**config.mk**
```make
export PLATFORM = sky130hd
export DESIGN_NAME = emergency_preempt_requester_flat
export DESIGN_NICKNAME = d
export VERILOG_FILES = /design/src/rtl/emg_preempt_pkg.sv /design/src/rtl/emergency_preempt_requester_if.sv /design/src/rtl/emergency_preempt_requester_debounce.sv /design/src/rtl/emergency_preempt_requester.sv /design/src/flat_wrapper.sv
export SDC_FILE = /design/constraint.sdc
export NUM_CORES = 1
export LEC_CHECK = 0
export CORE_ASPECT_RATIO = 1.1
export CORE_MARGIN = 2
export CORE_UTILIZATION = 35
export DETAILED_ROUTE_END_ITERATION = 6
export PLACE_DENSITY = 0.55
export SLEW_MARGIN = 20
export SYNTH_ARGS = -nofsm -noshare
export SYNTH_HDL_FRONTEND = slang
export SYNTH_SLANG_ARGS = --single-unit
```
**constraint.sdc**
```tcl
create_clock -name clk -period 2.9 [get_ports clk]
set_clock_uncertainty 0.1 [all_clocks]
set_input_delay 0.435 -clock clk [delete_from_list [all_inputs] [get_ports clk]]
set_output_delay 0.435 -clock clk [all_outputs]
set_load 0.05 [all_outputs]
```
**src/rtl/emg_preempt_pkg.sv**
```systemverilog
// Shared encodings for the emergency-preemption requester.
// Optional feature macro used by the top: EMG_FAIR_ARB_EN.
package emg_preempt_pkg;

  typedef enum logic [1:0] {
    IDLE     = 2'd0,
    REQ      = 2'd1,
    SERVED   = 2'd2,
    COOLDOWN = 2'd3
  } state_e;

  typedef enum logic {
    DIR_NS = 1'b0,
    DIR_EW = 1'b1
  } dir_e;

endpackage

```
**src/rtl/emergency_preempt_requester_if.sv**
```systemverilog
// Emergency request / green read-back link between requester (master)
// and traffic light controller (slave).
interface emergency_preempt_requester_if;
  logic emg_ns;
  logic emg_ew;
  logic ns_green;
  logic ew_green;

  modport master (output emg_ns, output emg_ew, input ns_green, input ew_green);
  modport slave  (input emg_ns, input emg_ew, output ns_green, output ew_green);
endinterface

```
**src/rtl/emergency_preempt_requester_debounce.sv**
```systemverilog
// emg_debounce: 2-flop synchronizer, stability counter and a one-cycle
// pulse on the cycle the debounced level rises.
module emg_debounce #(
  parameter int COUNTER_WIDTH  = 32,
  parameter int DEBOUNCE_TICKS = 500000
) (
  input  logic clk,
  input  logic rst,
  input  logic btn_i,
  output logic rise_o
);

  localparam logic [COUNTER_WIDTH-1:0] CNT_ZERO = {COUNTER_WIDTH{1'b0}};
  localparam logic [COUNTER_WIDTH-1:0] CNT_ONE  = COUNTER_WIDTH'(1);
  localparam logic [COUNTER_WIDTH-1:0] CNT_LAST = COUNTER_WIDTH'(DEBOUNCE_TICKS - 1);

  logic                     sync1_q;
  logic                     sync2_q;
  logic                     level_q;
  logic                     level_d;
  logic [COUNTER_WIDTH-1:0] cnt_q;
  logic [COUNTER_WIDTH-1:0] cnt_d;

  always_ff @(posedge clk) begin
    if (rst) begin
      sync1_q <= 1'b0;
      sync2_q <= 1'b0;
      level_q <= 1'b0;
      cnt_q   <= CNT_ZERO;
    end else begin
      sync1_q <= btn_i;
      sync2_q <= sync1_q;
      level_q <= level_d;
      cnt_q   <= cnt_d;
    end
  end

  // Counter only runs while the synchronized input disagrees with the
  // debounced level, so it stops at CNT_LAST and never wraps.
  always_comb begin
    level_d = level_q;
    cnt_d   = CNT_ZERO;
    if (sync2_q != level_q) begin
      if (cnt_q == CNT_LAST) begin
        level_d = sync2_q;
        cnt_d   = CNT_ZERO;
      end else begin
        cnt_d = cnt_q + CNT_ONE;
      end
    end else begin
      cnt_d = CNT_ZERO;
    end
  end

  assign rise_o = level_d & ~level_q;

endmodule

```
**src/rtl/emergency_preempt_requester.sv**
```systemverilog
// Emergency preemption requester: debounces two buttons, issues one
// request at a time, waits for lamp confirmation, then cools down.
// Optional feature: EMG_FAIR_ARB_EN (alternating tie priority).
module emergency_preempt_requester
  import emg_preempt_pkg::*;
#(
  parameter int COUNTER_WIDTH  = 32,
  parameter int DEBOUNCE_TICKS = 500000,
  parameter int MAX_HOLD_TICKS = 200000000,
  parameter int COOLDOWN_TICKS = 100000000
) (
  input  logic                                  clk,
  input  logic                                  rst,
  input  logic                                  btn_ns,
  input  logic                                  btn_ew,
  emergency_preempt_requester_if.master         bus,
  output logic                                  busy,
  output logic                                  timeout_err,
  output logic [1:0]                            state_debug
);

  localparam logic [COUNTER_WIDTH-1:0] CNT_ZERO  = {COUNTER_WIDTH{1'b0}};
  localparam logic [COUNTER_WIDTH-1:0] CNT_ONE   = COUNTER_WIDTH'(1);
  localparam logic [COUNTER_WIDTH-1:0] HOLD_LAST = COUNTER_WIDTH'(MAX_HOLD_TICKS - 1);
  localparam logic [COUNTER_WIDTH-1:0] COOL_LAST = COUNTER_WIDTH'(COOLDOWN_TICKS - 1);

  state_e                   state_q, state_d;
  dir_e                     dir_q, dir_d;
  logic [COUNTER_WIDTH-1:0] hold_q, hold_d;
  logic                     pend_ns_q, pend_ns_d;
  logic                     pend_ew_q, pend_ew_d;
  logic                     emg_ns_q, emg_ns_d;
  logic                     emg_ew_q, emg_ew_d;
  logic                     busy_q, busy_d;
  logic                     terr_q, terr_d;
  logic                     rise_ns, rise_ew;
  logic                     clr_ns, clr_ew;
  logic                     green_sel;
`ifdef EMG_FAIR_ARB_EN
  dir_e                     last_dir_q, last_dir_d;
`endif

  emg_debounce #(.COUNTER_WIDTH(COUNTER_WIDTH), .DEBOUNCE_TICKS(DEBOUNCE_TICKS)) u_db_ns (
    .clk(clk), .rst(rst), .btn_i(btn_ns), .rise_o(rise_ns)
  );
  emg_debounce #(.COUNTER_WIDTH(COUNTER_WIDTH), .DEBOUNCE_TICKS(DEBOUNCE_TICKS)) u_db_ew (
    .clk(clk), .rst(rst), .btn_i(btn_ew), .rise_o(rise_ew)
  );

  assign green_sel = (dir_q == DIR_NS) ? bus.ns_green : bus.ew_green;

  always_ff @(posedge clk) begin
    if (rst) begin
      state_q   <= IDLE;
      dir_q     <= DIR_NS;
      hold_q    <= CNT_ZERO;
      pend_ns_q <= 1'b0;
      pend_ew_q <= 1'b0;
      emg_ns_q  <= 1'b0;
      emg_ew_q  <= 1'b0;
      busy_q    <= 1'b0;
      terr_q    <= 1'b0;
`ifdef EMG_FAIR_ARB_EN
      last_dir_q <= DIR_EW;
`endif
    end else begin
      state_q   <= state_d;
      dir_q     <= dir_d;
      hold_q    <= hold_d;
      pend_ns_q <= pend_ns_d;
      pend_ew_q <= pend_ew_d;
      emg_ns_q  <= emg_ns_d;
      emg_ew_q  <= emg_ew_d;
      busy_q    <= busy_d;
      terr_q    <= terr_d;
`ifdef EMG_FAIR_ARB_EN
      last_dir_q <= last_dir_d;
`endif
    end
  end

  // hold_q is shared: acknowledge window in REQ, cooldown timer in COOLDOWN.
  always_comb begin
    state_d = state_q;
    dir_d   = dir_q;
    hold_d  = hold_q;
    terr_d  = terr_q;
    clr_ns  = 1'b0;
    clr_ew  = 1'b0;
`ifdef EMG_FAIR_ARB_EN
    last_dir_d = last_dir_q;
`endif
    case (state_q)
      IDLE: begin
        hold_d = CNT_ZERO;
        if (pend_ns_q && pend_ew_q) begin
`ifdef EMG_FAIR_ARB_EN
          dir_d = (last_dir_q == DIR_NS) ? DIR_EW : DIR_NS;
`else
          dir_d = DIR_NS;
`endif
          state_d = REQ;
        end else if (pend_ns_q) begin
          dir_d   = DIR_NS;
          state_d = REQ;
        end else if (pend_ew_q) begin
          dir_d   = DIR_EW;
          state_d = REQ;
        end else begin
          state_d = IDLE;
        end
`ifdef EMG_FAIR_ARB_EN
        if (state_d == REQ) begin
          last_dir_d = dir_d;
        end else begin
          last_dir_d = last_dir_q;
        end
`endif
      end
      REQ: begin
        if (green_sel && (hold_q != CNT_ZERO)) begin
          clr_ns  = (dir_q == DIR_NS);
          clr_ew  = (dir_q == DIR_EW);
          hold_d  = CNT_ZERO;
          state_d = SERVED;
        end else if (hold_q == HOLD_LAST) begin
          clr_ns  = (dir_q == DIR_NS);
          clr_ew  = (dir_q == DIR_EW);
          terr_d  = 1'b1;
          hold_d  = CNT_ZERO;
          state_d = COOLDOWN;
        end else begin
          hold_d = hold_q + CNT_ONE;
        end
      end
      SERVED: begin
        hold_d = CNT_ZERO;
        if (!green_sel) begin
          state_d = COOLDOWN;
        end else begin
          state_d = SERVED;
        end
      end
      COOLDOWN: begin
        if (hold_q == COOL_LAST) begin
          hold_d  = CNT_ZERO;
          state_d = IDLE;
        end else begin
          hold_d = hold_q + CNT_ONE;
        end
      end
      default: begin
        hold_d  = CNT_ZERO;
        state_d = IDLE;
      end
    endcase
  end

  // A press while already pending is absorbed; service clears it.
  always_comb begin
    pend_ns_d = (pend_ns_q | rise_ns) & ~clr_ns;
    pend_ew_d = (pend_ew_q | rise_ew) & ~clr_ew;
  end

  always_comb begin
    emg_ns_d = (state_d == REQ) && (dir_d == DIR_NS);
    emg_ew_d = (state_d == REQ) && (dir_d == DIR_EW);
    busy_d   = (state_d != IDLE);
  end

  assign bus.emg_ns  = emg_ns_q;
  assign bus.emg_ew  = emg_ew_q;
  assign busy        = busy_q;
  assign timeout_err = terr_q;
  assign state_debug = state_q;

endmodule

```
**src/flat_wrapper.sv**
```systemverilog
// flat-port wrapper written by rule: the top's interface ports become plain ports
module emergency_preempt_requester_flat import emg_preempt_pkg::*;
#(
  parameter int COUNTER_WIDTH  = 32,
  parameter int DEBOUNCE_TICKS = 500000,
  parameter int MAX_HOLD_TICKS = 200000000,
  parameter int COOLDOWN_TICKS = 100000000
)
  (clk, rst, btn_ns, btn_ew, busy, timeout_err, state_debug, bus_emg_ns, bus_emg_ew, bus_ns_green, bus_ew_green);
  emergency_preempt_requester_if bus_i ();
  input  logic clk;
  input  logic rst;
  input  logic btn_ns;
  input  logic btn_ew;
  output logic busy;
  output logic timeout_err;
  output logic [1:0] state_debug;
  output wire logic [$bits(bus_i.emg_ns)-1:0] bus_emg_ns;
  output wire logic [$bits(bus_i.emg_ew)-1:0] bus_emg_ew;
  input wire logic [$bits(bus_i.ns_green)-1:0] bus_ns_green;
  input wire logic [$bits(bus_i.ew_green)-1:0] bus_ew_green;
  assign bus_emg_ns = bus_i.emg_ns;
  assign bus_emg_ew = bus_i.emg_ew;
  assign bus_i.ns_green = bus_ns_green;
  assign bus_i.ew_green = bus_ew_green;
  emergency_preempt_requester #(.COUNTER_WIDTH(COUNTER_WIDTH), .DEBOUNCE_TICKS(DEBOUNCE_TICKS), .MAX_HOLD_TICKS(MAX_HOLD_TICKS), .COOLDOWN_TICKS(COOLDOWN_TICKS)) u_core (.clk(clk), .rst(rst), .btn_ns(btn_ns), .btn_ew(btn_ew), .bus(bus_i), .busy(busy), .timeout_err(timeout_err), .state_debug(state_debug));
endmodule
```
=== After elaboration in Yosys (flattened, before gate mapping) ===
Index checks and enable logic that the tools add are counted.

* Add/subtract/negate cells: 3
* Multipliers: 0
* Div/mod/pow operators: 0
* Order comparisons: 0
* Eq/ne operators: 10
* Shift operators: 0
* Mux-type cells: 27
* Bitwise logic cells: 15
* Reduce and logical (&&, ||, !) cells: 11

{| class="wikitable"
|+ Operators by type and width
! cell !! count
|-
| $add 32x1->32 const B || 3
|-
| $mux 32 || 3
|-
| $pmux 32 s3 || 1
|-
| $eq 32x19->1 const B || 2
|-
| $eq 32x27->1 const B || 1
|-
| $eq 32x28->1 const B || 1
|-
| $reduce_bool 32->1 || 1
|-
| $mux 1 || 17
|-
| $mux 2 || 5
|-
| $not 1->1 || 9
|-
| $pmux 2 s4 || 1
|-
| $reduce_or 3->1 || 2
|-
| $and 1x1->1 || 4
|-
| $eq 2x1->1 const B || 2
|-
| $eq 2x2->1 const B || 2
|-
| $logic_and 1x1->1 || 4
|-
| $reduce_and 3->1 || 1
|-
| $logic_not 2->1 || 1
|-
| $ne 1x1->1 || 2
|-
| $or 1x1->1 || 2
|-
| $reduce_bool 2->1 || 1
|-
| $reduce_or 2->1 || 1
|}

* Flip-flop bits (word level): 111
* Latch bits: 0
* RAM bits: 0
* Bits in read-only memories: 0
* Bits of input ports: 6
* Logic and storage cells: 83
* Memories: 0

=== Depth between registers and ports, before layout ===
Gate-level depths: netlist (run 1).

* Depth in word-level cells: 6
* Gate-level depth with buffers: 9

=== Modules after synthesis ===
Synthesis (run 1) repeated with hierarchy kept, for this count alone.

* Cell total of the unflattened synthesis: 614
* Area total of the unflattened synthesis: 5422.7 um^2

{| class="wikitable"
|+ By module, submodules not included
! module !! times used !! cells an instance !! area an instance (um^2) !! seq. area each (um^2)
|-
| emg_debounce || 2 || 194 || 1722.9 || 700.7
|-
| emergency_preempt_requester || 1 || 226 || 1976.9 || 820.8
|}

=== Least setup slack after synthesis (run 1) ===
Ideal clock, no wire load.

* Kind: register to register
* Start: reg u_core.hold_q[0]
* End: reg u_core.hold_q[31]
* Arrival time: 1.905 ns
* Path slack: 0.780 ns
* Stages on the path, launching flop included: 9
* Period minus slack after synthesis: 2.120 ns
* Cell sequence: dfxtp_1 -> ha_1 -> and3_2 -> nand3_1 -> nor4_1 -> nor2_1 -> a21oi_4 -> buf_8 -> nor2_2

* Word-level cells in the longest chain between the ends: 4

{| class="wikitable"
|+ RTL lines
! element !! line !! text
|-
| start: declaration || emergency_preempt_requester.sv:29 || <nowiki>logic [COUNTER_WIDTH-1:0] hold_q, hold_d;</nowiki>
|-
| start signal: assignment || emergency_preempt_requester.sv:69 || <nowiki>hold_q <= hold_d;</nowiki>
|-
| $add 32x1->32, or another cell as far along || emergency_preempt_requester.sv:133, emergency_preempt_requester.sv:149 ||
|-
| $mux 32 or $logic_and 1x1->1 (tied branches) || emergency_preempt_requester.sv:126, emergency_preempt_requester.sv:121 ||
|-
| $mux 32 || emergency_preempt_requester.sv:121 || <nowiki>if (green_sel && (hold_q != CNT_ZERO)) begin</nowiki>
|-
| $pmux 32 s3 * || emergency_preempt_requester.sv:93 || <nowiki>case (state_q)</nowiki>
|}

Every way passes the cells marked *; elsewhere a longest branch is shown, timed or not.
A chain may end at the register's enable or synchronous reset.

=== Final worst setup path (run 1) ===
* Start: reg u_core.hold_q[0]
* End: reg u_core.hold_q[27]

The elaborated chain is that of the path after synthesis.

==> impl_metrics.sql, run 1 <==
INSERT INTO impl_metrics (metric_group, metric, value, unit) VALUES
('floorplan', 'design.die.area', '0.0152', 'sq mm'),
('cts', 'ctsHoldBuffers', '0', ''),
('sta', 'whs', '0.346', 'ns'),
('global_route', 'first_global_vias', '3694', ''),
('global_route', 'grt_antenna_before_repair', '0', ''),
('global_route', 'global_route.overflow_total', '0', ''),
('route', 'sum_of_routed_wire_length_over_all_layers', '9460', 'um'),
('synth', 'synth.yosys.seq_area_share', '44.6', '%'),
('layout', 'fin_nets', '593', ''),
('sta', 'fin_crit', '2.38', 'ns'),
('synth', 'yosysWarningCount', '0', ''),
('synth', 'synthesized_net_count', '585', ''),
('floorplan', 'initial_utilization', '36.0', '%'),
('route', 'highest_layer_used_for_signal_routing', 'met4', ''),
('place', 'number_of_cells_after_detailed_placement', '760', ''),
('layout', 'layoutNonFillerInstCount', '776', ''),
('synth', 'postSynthCellCount', '575', ''),
('cts', 'cts_setup_buffers', '0', ''),
('synth', 'synthDistinctLibCells', '48', ''),
('outcome', 'run_status', 'finished clean', ''),
('sta', 'final_max_slew_viol_count', '0', ''),
('sta', 'relSlewSlack', '55.4', '%'),
('job', 'cap_violations', '0', ''),
('sta', 'postLayoutSetupSlackWorst', '0.522', 'ns'),
('place', 'place.port_buffers', '11', ''),
('route', 'post-route-drc-count', '0', ''),
('synth', 'synth.top_cells.by_area', 'sky130_fd_sc_hd__dfxtp_1 (45%), sky130_fd_sc_hd__nor2_1 (9.1%), sky130_fd_sc_hd__xor2_1 (8.4%)', ''),
('floorplan', 'io-pin-count', '12', ''),
('floorplan', 'placement_rows', '45', ''),
('critical_path', 'worstPathArrival', '2.51', 'ns'),
('synth', 'synth_top_area_cell', 'sky130_fd_sc_hd__dfxtp_1', ''),
('sta', 'timing.final.hold_violations', '0', ''),
('cts', 'ctsHtreeMaxLevel', '3', ''),
('layout', 'fraction_of_final_layout_cells_with_drive_strength_greater_than_1', '7.65', '%'),
('cts', 'clock_sinks', '111', ''),
('route', 'met2WireLength', '4510', 'um'),
('layout', 'layout.filler_cells', '1418', ''),
('power', 'vdd_drop_max', '0.260', 'mV'),
('floorplan', 'die_height', '129', 'um'),
('critical_path', 'startpoint_type', 'flop', ''),
('sta', 'final-setup-viol-count', '0', ''),
('route', 'ant_nets', '0', ''),
('synth', 'netlist_area', '0.00499', 'sq mm'),
('cts', 'tritoncts', 'yes', ''),
('synth', 'post_synth_most_frequent_cells', 'sky130_fd_sc_hd__nor2_1 (121), sky130_fd_sc_hd__dfxtp_1 (111), sky130_fd_sc_hd__xor2_1 (48)', ''),
('synth', 'synth_top_area_share', '44.6', '%'),
('route', 'vias', '3741', ''),
('critical_path', 'timing.critical_path.required', '3.03', 'ns'),
('layout', 'n_antenna_cell', '0', ''),
('cts', 'cts.root.buffer_cell', 'sky130_fd_sc_hd__clkbuf_16', ''),
('route', 'viasPerCell', '4.82', ''),
('place', 'dp_worst_setup_slack', '0.521', 'ns'),
('layout', 'area.growth.synth_to_final', '11.7', '%'),
('cts', 'cts_made_buffers', '9', ''),
('global_route', 'grt_pass1_wl', '17000', 'um'),
('route', 'drt_first_iter_violations', '170', ''),
('synth', 'synth_edf_count', '0', ''),
('sta', 'setup_repair_after_global_routing_missed_its_margin', 'false', ''),
('power', 'pwr_density_cell', '507', 'mW/mm^2'),
('worst_hold_path', 'min-delay-path-class', 'reg2reg', ''),
('critical_path', 'startpoint_to_endpoint_class_of_the_critical_path', 'reg2reg', ''),
('place', 'gp_congestion', '0.890', ''),
('synth', 'synthArstFlopShare', '0', '%'),
('route', 'met1Wirelength', '4490', 'um'),
('sta', 'fmax', '421', 'MHz'),
('sta', 'setup_total_negative_slack', '0', 'ns'),
('critical_path', 'worstSetupEndpointType', 'flop', ''),
('synth', 'dominantRegCellSynth', 'sky130_fd_sc_hd__dfxtp_1', ''),
('sta', 'timing_worst_slew_pin_value', '0.663', 'ns'),
('power', 'power.leakage', '0.00176', 'uW'),
('global_route', 'grt_start_max_net_pins', '33', '');
-- cell usage in the layout (no fill, tap or decap), types with 2 or more instances in the layout --
master	instances
sky130_fd_sc_hd__a21o_1	2
sky130_fd_sc_hd__a21oi_1	3
sky130_fd_sc_hd__a31oi_1	2
sky130_fd_sc_hd__and3_1	18
sky130_fd_sc_hd__and4_1	3
sky130_fd_sc_hd__buf_4	5
sky130_fd_sc_hd__clkbuf_16	9
sky130_fd_sc_hd__clkbuf_8	3
sky130_fd_sc_hd__clkdlybuf4s50_1	11
sky130_fd_sc_hd__clkinv_2	2
sky130_fd_sc_hd__dfxtp_1	111
sky130_fd_sc_hd__ha_1	4
sky130_fd_sc_hd__inv_1	20
sky130_fd_sc_hd__mux2i_1	2
sky130_fd_sc_hd__nand2_1	36
sky130_fd_sc_hd__nand2b_1	2
sky130_fd_sc_hd__nand3_1	38
sky130_fd_sc_hd__nand4_1	28
sky130_fd_sc_hd__nor2_1	121
sky130_fd_sc_hd__nor2_2	10
sky130_fd_sc_hd__nor2b_1	5
sky130_fd_sc_hd__nor3_1	14
sky130_fd_sc_hd__nor4_1	18
sky130_fd_sc_hd__nor4_2	2
sky130_fd_sc_hd__nor4_4	2
sky130_fd_sc_hd__nor4b_1	3
sky130_fd_sc_hd__or3_1	2
sky130_fd_sc_hd__xnor2_1	44
sky130_fd_sc_hd__xor2_1	48
-- state kept, by name, indices dropped and copies added (netlist names), 2 cells and up --
signal / count
u_core.hold_q: 32
u_core.u_db_ew.cnt_q: 32
u_core.u_db_ns.cnt_q: 32
u_core.state_debug: 2
-- area by class of cell --
| class | instances | area [sq um] | share of cell area [%] |
|---|---|---|---|
| flip-flops and latches | 111 | 2220 | 39.9 |
| multi-input cells | 425 | 2580 | 46.3 |
| repair buffers | 16 | 148 | 2.65 |
| well taps | 188 | 235 | 4.22 |
| clock buffers | 13 | 270 | 4.85 |
| clock inverters | 3 | 40.0 | 0.719 |
| inverters | 20 | 75.1 | 1.35 |
-- per-layer routing --
| metal | GRT usage (%) | up-vias |
|---|---|---|
| met5 | 0 | - |
| met4 | 4.61 | 0 |
| met3 | 4.18 | 12 |
| met2 | 23.5 | 34 |
| li1 | - | 1942 |
| met1 | 16.0 | 1753 |
-- per-stage QoR --
stage	power, uW	instance area [sq um]
after floorplan	1580	4990
after global placement	1590	5260
after detailed placement	1590	5260
after CTS	2870	5570
after global routing	2930	5570
final	2820	5570
-- worst max-delay path: stages, from the launching register on --
cell	delay, ns
sky130_fd_sc_hd__dfxtp_1	0.40
sky130_fd_sc_hd__ha_1	0.20
sky130_fd_sc_hd__and3_2	0.21
sky130_fd_sc_hd__nand3_1	0.16
sky130_fd_sc_hd__nor4_1	0.48
sky130_fd_sc_hd__nor2_1	0.14
sky130_fd_sc_hd__a21oi_4	0.18
sky130_fd_sc_hd__buf_4	0.28
sky130_fd_sc_hd__nor2_1	0.09
-- worst paths after layout --
kind	startpoint	to	slack, ns	cells after the start
worst max-delay path	u_core.hold_q[0]$_SDFF_PP0_	u_core.hold_q[27]$_SDFF_PP0_	0.52	8
worst min-delay path	u_core.u_db_ew.sync1_q$_SDFF_PP0_	u_core.u_db_ew.sync2_q$_SDFF_PP0_	0.35	1
worst max register to register	u_core.hold_q[0]$_SDFF_PP0_	u_core.hold_q[27]$_SDFF_PP0_	0.52	8
worst min register to register	u_core.u_db_ew.sync1_q$_SDFF_PP0_	u_core.u_db_ew.sync2_q$_SDFF_PP0_	0.35	1
-- kinds of logic (layout without fill, tap and decap cells) --
group           count (synthesis)  after routing  synth area share, %
simple gates                  310            310                 31.4
flops                         111            111                 44.6
xor+xnor                       92             92                 16.2
buf+inv                        39             52                 3.71
compound gates                 16             16                 2.48
fa+ha+maj                       4              4                 1.00
mux                             3              3                0.627
-- power breakdown --
group,total (uW),switching (uW),internal [uW]
clock,1270,531,738
sequential,1530,2.01,1530
combinational,24.5,14.0,10.5
total,2820,547,2280
Note: power is estimated with default switching activity, not from simulation.
==> run 2, diff against run 1 <==
--- a/config.mk
+++ b/config.mk
@@ -9,7 +9,7 @@
 export CORE_MARGIN = 2
 export CORE_UTILIZATION = 35
 export DETAILED_ROUTE_END_ITERATION = 6
-export PLACE_DENSITY = 0.55
+export PLACE_DENSITY = 0.57
 export SLEW_MARGIN = 20
 export SYNTH_ARGS = -nofsm -noshare
 export SYNTH_HDL_FRONTEND = slang
==> constraint.sdc (replaced) <==
create_clock -name clk -period 2 [get_ports clk]
set_clock_uncertainty 0.1 [all_clocks]
set_input_delay 0.3 -clock clk [delete_from_list [all_inputs] [get_ports clk]]
set_output_delay 0.3 -clock clk [all_outputs]
set_load 0.05 [all_outputs]
==> impl_metrics.sql, run 2 (synthesis gave the netlist of run 1 again) <==
INSERT INTO impl_metrics (metric_group, metric, value, unit) VALUES
('global_route', 'globalRouteTotalUtil', '15.0', '%'),
('layout', 'area.growth.synth_to_final', '31.0', '%'),
('cts', 'cts_max_path_buffers', '2', ''),
('power', 'vdd_drop_max', '0.358', 'mV'),
('worst_hold_path', 'hp-start', 'u_core.u_db_ns.sync1_q$_SDFF_PP0_', ''),
('global_route', 'first_global_vias', '4004', ''),
('sta', 'fmax', '482', 'MHz'),
('critical_path', 'worstPathArrival', '2.21', 'ns'),
('power', 'pwr_density_cell', '591', 'mW/mm^2'),
('critical_path', 'r2r_cells', '8', ''),
('cts', 'cts_made_buffers', '9', ''),
('layout', 'final_cell_mix', 'sky130_fd_sc_hd__nor2_1 (107), sky130_fd_sc_hd__dfxtp_1 (96), sky130_fd_sc_hd__buf_4 (63)', ''),
('critical_path', 'timing.critical_path.required', '2.14', 'ns'),
('cts', 'ctsHtreeMaxLevel', '3', ''),
('route', 'route.detailed.wl_per_inst', '12.9', 'um'),
('route', 'ant_nets', '0', ''),
('route', '1st_pass_router_iterations', '4', ''),
('worst_hold_path', 'hold_path_cells', '1', ''),
('sta', 'final.period_utilization', '104', '%'),
('route', 'sum_of_routed_wire_length_over_all_layers', '10900', 'um'),
('sta', 'timing_worst_slew_pin_value', '0.505', 'ns'),
('route', 'vias', '4109', ''),
('layout', 'fin_nets', '664', ''),
('sta', 'final-setup-viol-count', '34', ''),
('critical_path', 'r2r-start', 'u_core.hold_q[20]$_SDFF_PP0_', ''),
('sta', 'whs', '0.336', 'ns'),
('power', 'power.leakage', '0.00228', 'uW'),
('floorplan', 'placement_rows', '45', ''),
('layout', 'final_core_utilization', '47.2', '%'),
('layout', 'n_antenna_cell', '0', ''),
('critical_path', 'worstSetupEndpointType', 'flop', ''),
('cts', 'tritoncts', 'yes', ''),
('global_route', 'global_route.overflow_total', '0', ''),
('job', 'cap_violations', '0', ''),
('floorplan', 'initial_utilization', '36.0', '%'),
('layout', 'multi_input_area', '0.00287', 'sq mm'),
('route', 'drt_first_iter_violations', '124', ''),
('route', 'viasPerCell', '4.86', ''),
('layout', 'register_area', '0.00225', 'sq mm'),
('sta', 'setup_repair_after_global_routing_missed_its_margin', 'true', ''),
('floorplan', 'die_w', '118', 'um'),
('critical_path', 'r2r_end', 'u_core.hold_q[18]$_SDFF_PP0_', ''),
('floorplan', 'placeableCoreArea', '0.0139', 'sq mm'),
('floorplan', 'io-pin-count', '12', ''),
('global_route', 'grt_start_max_net_pins', '33', ''),
('cts', 'cts.root.buffer_cell', 'sky130_fd_sc_hd__clkbuf_16', ''),
('layout', 'layout_commonest_cell', 'sky130_fd_sc_hd__nor2_1', ''),
('sta', 'postLayoutSetupSlackWorst', '-0.0746', 'ns'),
('cts', 'clock_sinks', '111', ''),
('outcome', 'violations_in_the_final_reports', 'setup timing', ''),
('cts', 'path_clk_slew', '0.07', 'ns'),
('route', 'post-route-drc-count', '0', ''),
('critical_path', 'startpoint_to_endpoint_class_of_the_critical_path', 'reg2reg', ''),
('floorplan', 'design.die.area', '0.0152', 'sq mm'),
('floorplan', 'die_height', '129', 'um'),
('critical_path', 'worst-path-max-fanout', '7', ''),
('place', 'place.port_buffers', '11', ''),
('sta', 'timing.final.hold_violations', '0', ''),
('layout', 'biggestRegsByFlops', 'u_core.hold_q (32), u_core.u_db_ew.cnt_q (32), u_core.u_db_ns.cnt_q (32)', ''),
('sta', 'fin_crit', '2.07', 'ns'),
('worst_hold_path', 'min-delay-path-class', 'reg2reg', ''),
('global_route', 'grt_pass1_wl', '18600', 'um'),
('global_route', 'grt_antenna_before_repair', '0', ''),
('sta', 'final_max_slew_viol_count', '0', ''),
('layout', 'layout.filler_cells', '1331', ''),
('place', 'gp_congestion', '0.846', ''),
('sta', 'relSlewSlack', '66.3', '%'),
('cts', 'clock_latency', '0.35', 'ns'),
('outcome', 'run_status', 'finished with violations', ''),
('place', 'place_hpwl', '7300', 'um'),
('layout', 'fraction_of_final_layout_cells_with_drive_strength_greater_than_1', '26.3', '%'),
('worst_hold_path', 'holdPathEnd', 'u_core.u_db_ns.sync2_q$_SDFF_PP0_', ''),
('critical_path', 'regToRegSetupSlack', '-0.07', 'ns'),
('critical_path', 'startpoint_type', 'flop', '');
-- run 2: changes by cell type in the layout (fill, tap and decap cells not counted), moves of 7 or more --
cell                      delta
sky130_fd_sc_hd__buf_4      +58
sky130_fd_sc_hd__dfxtp_1    -15
sky130_fd_sc_hd__nor2_1     -14
sky130_fd_sc_hd__dfxtp_2    +10
sky130_fd_sc_hd__buf_12      +8
sky130_fd_sc_hd__nor4_1      -8
sky130_fd_sc_hd__nor2_2      +7
sky130_fd_sc_hd__nor2_4      +7
-- run 2: worst max path at each step --
stage,from,end,slack (ns),cells after the start
after floorplan,u_core.hold_q[14]$_SDFF_PP0_,u_core.hold_q[31]$_SDFF_PP0_,0.03,7
after global placement,u_core.u_db_ns.cnt_q[22]$_SDFF_PP0_,u_core.u_db_ns.cnt_q[14]$_SDFF_PP0_,-0.15,7
after detailed placement,u_core.hold_q[0]$_SDFF_PP0_,u_core.hold_q[10]$_SDFF_PP0_,-0.15,10
after CTS,u_core.hold_q[1]$_SDFF_PP0_,u_core.bus.emg_ns$_SDFF_PP0_,-0.07,10
after global routing,u_core.hold_q[20]$_SDFF_PP0_,u_core.hold_q[16]$_SDFF_PP0_,-0.17,8
final,u_core.hold_q[20]$_SDFF_PP0_,u_core.hold_q[18]$_SDFF_PP0_,-0.07,8
-- run 2: area by class of cell --
cell class	count	share of cell area (%)
Timing Repair Buffer	87	12.8
Sequential cell	111	34.5
Clock buffer	10	3.51
Inverter	20	1.23
Clock inverter	4	0.383
Tap cell	188	3.60
Multi-Input combinational cell	425	44.0
-- run 2: metal layers --
| metal | vias up | global-route usage (%) | share of wire, % |
|---|---|---|---|
| met1 | 1966 | 18.1 | 46 |
| li1 | 2095 | - | - |
| met5 | - | 0 | 0 |
| met2 | 33 | 26.3 | 50 |
| met4 | 0 | 6.80 | 2.0 |
| met3 | 15 | 2.64 | 2.0 |
-- run 2: critical path: stages, from the launching register on --
cell and delay [ns]:
sky130_fd_sc_hd__dfxtp_4 0.40, sky130_fd_sc_hd__nand3_2 0.08, sky130_fd_sc_hd__or4_4 0.53, sky130_fd_sc_hd__nor4_4 0.26
sky130_fd_sc_hd__nor3_2 0.10, sky130_fd_sc_hd__a21oi_4 0.17, sky130_fd_sc_hd__buf_12 0.16, sky130_fd_sc_hd__buf_12 0.12
sky130_fd_sc_hd__nor2_1 0.04
-- run 2: metrics by stage --
step | power (uW) | std cells | cell area [sq um] | TNS [ns] | setup WS, ns
final | 3860 | 845 | 6530 | -2.10 | -0.0746
after global routing | 4020 | 845 | 6530 | -5.27 | -0.167
after CTS | 3930 | 844 | 6370 | -1.83 | -0.0704
after detailed placement | 2310 | 818 | 5780 | -9.05 | -0.153
after global placement | 2310 | 818 | 5780 | -7.03 | -0.148
after floorplan | 2290 | 575 | 5000 | 0 | 0.0302
-- run 2: report_power, final --
part / leakage, uW / internal [uW] / switching, uW
Sequential: 0.000904 / 2210 / 2.99
Clock: 0.000120 / 827 / 774
Combinational: 0.00126 / 25.5 / 24.3
-- run 2: timing repair --
action	4_1_cts	5_1_grt
setup endpoints to repair	70	63
pin swaps	36	17
hold buffers	0	0
cloned	3	0
resized for setup	50	43
buffers inserted	9	2
==> run 3, diff against run 2 <==
--- a/config.mk
+++ b/config.mk
@@ -7,9 +7,9 @@
 export LEC_CHECK = 0
 export CORE_ASPECT_RATIO = 1.1
 export CORE_MARGIN = 2
-export CORE_UTILIZATION = 35
+export CORE_UTILIZATION = 55
 export DETAILED_ROUTE_END_ITERATION = 6
-export PLACE_DENSITY = 0.57
+export PLACE_DENSITY = 0.8
 export SLEW_MARGIN = 20
 export SYNTH_ARGS = -nofsm -noshare
 export SYNTH_HDL_FRONTEND = slang
==> impl_metrics.sql, run 3 (synthesis gave the netlist of run 1 again) <==
INSERT INTO impl_metrics (metric_group, metric, value, unit) VALUES
('outcome', 'run_status', 'finished with violations', ''),
('outcome', 'violations_in_the_final_reports', 'setup timing', ''),
('route', 'vias', '4071', ''),
('place', 'dp_worst_setup_slack', '-0.0662', 'ns'),
('global_route', 'global_route.overflow_total', '0', ''),
('power', 'pwr_density_cell', '617', 'mW/mm^2'),
('sta', 'whs', '0.337', 'ns'),
('layout', 'fin_nets', '639', ''),
('power', 'vdd_drop_max', '0.493', 'mV'),
('cts', 'cts.root.buffer_cell', 'sky130_fd_sc_hd__clkbuf_8', ''),
('layout', 'final_area', '0.00593', 'sq mm'),
('critical_path', 'startpoint_type', 'flop', ''),
('critical_path', 'worst-path-max-fanout', '26', ''),
('floorplan', 'initial_utilization', '56.5', '%'),
('layout', 'register_area', '0.00224', 'sq mm'),
('sta', 'setup_repair_after_global_routing_missed_its_margin', 'true', ''),
('layout', 'layout_commonest_cell', 'sky130_fd_sc_hd__nor2_1', ''),
('cts', 'path_clk_slew', '0.11', 'ns'),
('critical_path', 'startpoint_to_endpoint_class_of_the_critical_path', 'reg2reg', ''),
('cts', 'cts_made_buffers', '9', ''),
('floorplan', 'io-pin-count', '12', ''),
('place', 'post_dp_cell_area', '0.00554', 'sq mm'),
('global_route', 'globalRouteTotalUtil', '21.9', '%'),
('sta', 'final-setup-viol-count', '29', ''),
('global_route', 'grt_pass1_wl', '17500', 'um'),
('job', 'cap_violations', '0', ''),
('critical_path', 'worstPathArrival', '2.20', 'ns'),
('route', 'post-route-drc-count', '0', ''),
('global_route', 'grt_start_max_net_pins', '33', ''),
('cts', 'clock_latency', '0.39', 'ns'),
('layout', 'final_cell_mix', 'sky130_fd_sc_hd__nor2_1 (118), sky130_fd_sc_hd__dfxtp_1 (101), sky130_fd_sc_hd__buf_4 (50)', ''),
('power', 'power.leakage', '0.00203', 'uW'),
('cts', 'clock_sinks', '111', ''),
('layout', 'layout.filler_cells', '687', ''),
('sta', 'final_max_slew_viol_count', '0', ''),
('cts', 'ctsHoldBuffers', '0', ''),
('layout', 'biggestRegsByFlops', 'u_core.hold_q (32), u_core.u_db_ew.cnt_q (32), u_core.u_db_ns.cnt_q (32)', ''),
('sta', 'fin_crit', '2.04', 'ns'),
('sta', 'timing_worst_slew_pin_value', '0.517', 'ns'),
('sta', 'relSlewSlack', '65.7', '%'),
('layout', 'multi_input_area', '0.00274', 'sq mm'),
('place', 'gp_congestion', '0.887', ''),
('place', 'place_hpwl', '7130', 'um'),
('route', 'viasPerCell', '5.44', ''),
('cts', 'ctsHtreeMaxLevel', '3', ''),
('layout', 'fraction_of_final_layout_cells_with_drive_strength_greater_than_1', '20.2', '%'),
('cts', 'cts_max_path_buffers', '2', ''),
('sta', 'fmax', '491', 'MHz'),
('route', 'sum_of_routed_wire_length_over_all_layers', '10400', 'um'),
('global_route', 'first_global_vias', '4029', ''),
('route', 'ant_nets', '0', ''),
('route', '1st_pass_router_iterations', '4', ''),
('floorplan', 'design.die.area', '0.00984', 'sq mm'),
('layout', 'area.growth.synth_to_final', '18.8', '%'),
('critical_path', 'worstSetupEndpointType', 'flop', ''),
('sta', 'final.period_utilization', '102', '%'),
('route', 'route.detailed.wl_per_inst', '13.9', 'um'),
('floorplan', 'die_w', '94.8', 'um'),
('worst_hold_path', 'min-delay-path-class', 'reg2reg', ''),
('critical_path', 'timing.critical_path.required', '2.17', 'ns'),
('cts', 'tritoncts', 'yes', ''),
('floorplan', 'placeableCoreArea', '0.00883', 'sq mm'),
('layout', 'n_antenna_cell', '0', ''),
('sta', 'postLayoutSetupSlackWorst', '-0.0354', 'ns'),
('global_route', 'grt_antenna_before_repair', '0', ''),
('floorplan', 'placement_rows', '36', ''),
('sta', 'timing.final.hold_violations', '0', ''),
('place', 'place.port_buffers', '11', ''),
('place', 'number_of_cells_after_detailed_placement', '730', ''),
('route', 'drt_first_iter_violations', '163', ''),
('layout', 'layoutNonFillerInstCount', '748', ''),
('critical_path', 'regToRegSetupSlack', '-0.04', 'ns'),
('floorplan', 'die_height', '104', 'um');
run 3: cell types whose count changed in the layout (fill, tap and decap cells not counted), sizes merged:
cell | previous run | this run
buf | 78 | 53
dlymetal6s2s | 1 | 0
dlygate4sd2 | 0 | 1
bufinv | 0 | 1
inv | 20 | 21
run 3: layer usage:
metal	global-route usage [%]	wire length, um	vias to the layer above	part of all wire, %
met5	0	0	-	0
met4	11.6	358	0	3.5
met3	3.26	336	25	3.2
met2	37.9	5220	73	50
met1	25.6	4440	1925	43
li1	-	-	2048	-
run 3: worst paths after layout:
path | from | endpoint | cells past startpoint
hold / removal | u_core.u_db_ns.sync1_q$_SDFF_PP0_ | u_core.u_db_ns.sync2_q$_SDFF_PP0_ | 1
setup / recovery | u_core.hold_q[9]$_SDFF_PP0_ | u_core.hold_q[31]$_SDFF_PP0_ | 8
setup reg to reg | u_core.hold_q[9]$_SDFF_PP0_ | u_core.hold_q[31]$_SDFF_PP0_ | 8
hold reg to reg | u_core.u_db_ns.sync1_q$_SDFF_PP0_ | u_core.u_db_ns.sync2_q$_SDFF_PP0_ | 1
run 3: metrics by stage:
| stage | TNS, ns | utilization (%) | power (uW) |
|---|---|---|---|
| after global placement | -1.07 | 62.8 | 2310 |
| after global routing | -4.45 | 67.1 | 3790 |
| final | -0.580 | 67.1 | 3650 |
| after detailed placement | -1.83 | 62.8 | 2310 |
| after floorplan | 0 | - | 2290 |
| after CTS | -0.197 | 65.8 | 3680 |
run 3: power by group:
group          total (uW)  internal, uW  switching, uW
sequential           2220          2210           3.14
clock                1400           618            779
combinational        42.2          20.6           21.7
run 3: repair_timing:
action,in CTS,in global routing
endpoints found under the setup margin,38,83
pin swaps,3,7
resized for setup,18,25
buffers inserted,1,1
run 3: area by class of cell:
cell class / count / area share, %
inverters: 20 / 1.31
flip-flops and latches: 111 / 37.8
well taps: 114 / 2.41
repair buffers: 62 / 8.85
multi-input cells: 425 / 46.2
clock inverters: 6 / 1.14
clock buffers: 10 / 2.32
run 3: worst max-delay path, stage by stage (launching register included):
cell                      delay [ns]
sky130_fd_sc_hd__dfxtp_2        0.35
sky130_fd_sc_hd__nor4_4         0.28
sky130_fd_sc_hd__nand4_1        0.20
sky130_fd_sc_hd__buf_4          0.19
sky130_fd_sc_hd__nor4_4         0.25
sky130_fd_sc_hd__nor3_2         0.09
sky130_fd_sc_hd__a21oi_4        0.18
sky130_fd_sc_hd__buf_12         0.20
sky130_fd_sc_hd__nor2_2         0.05
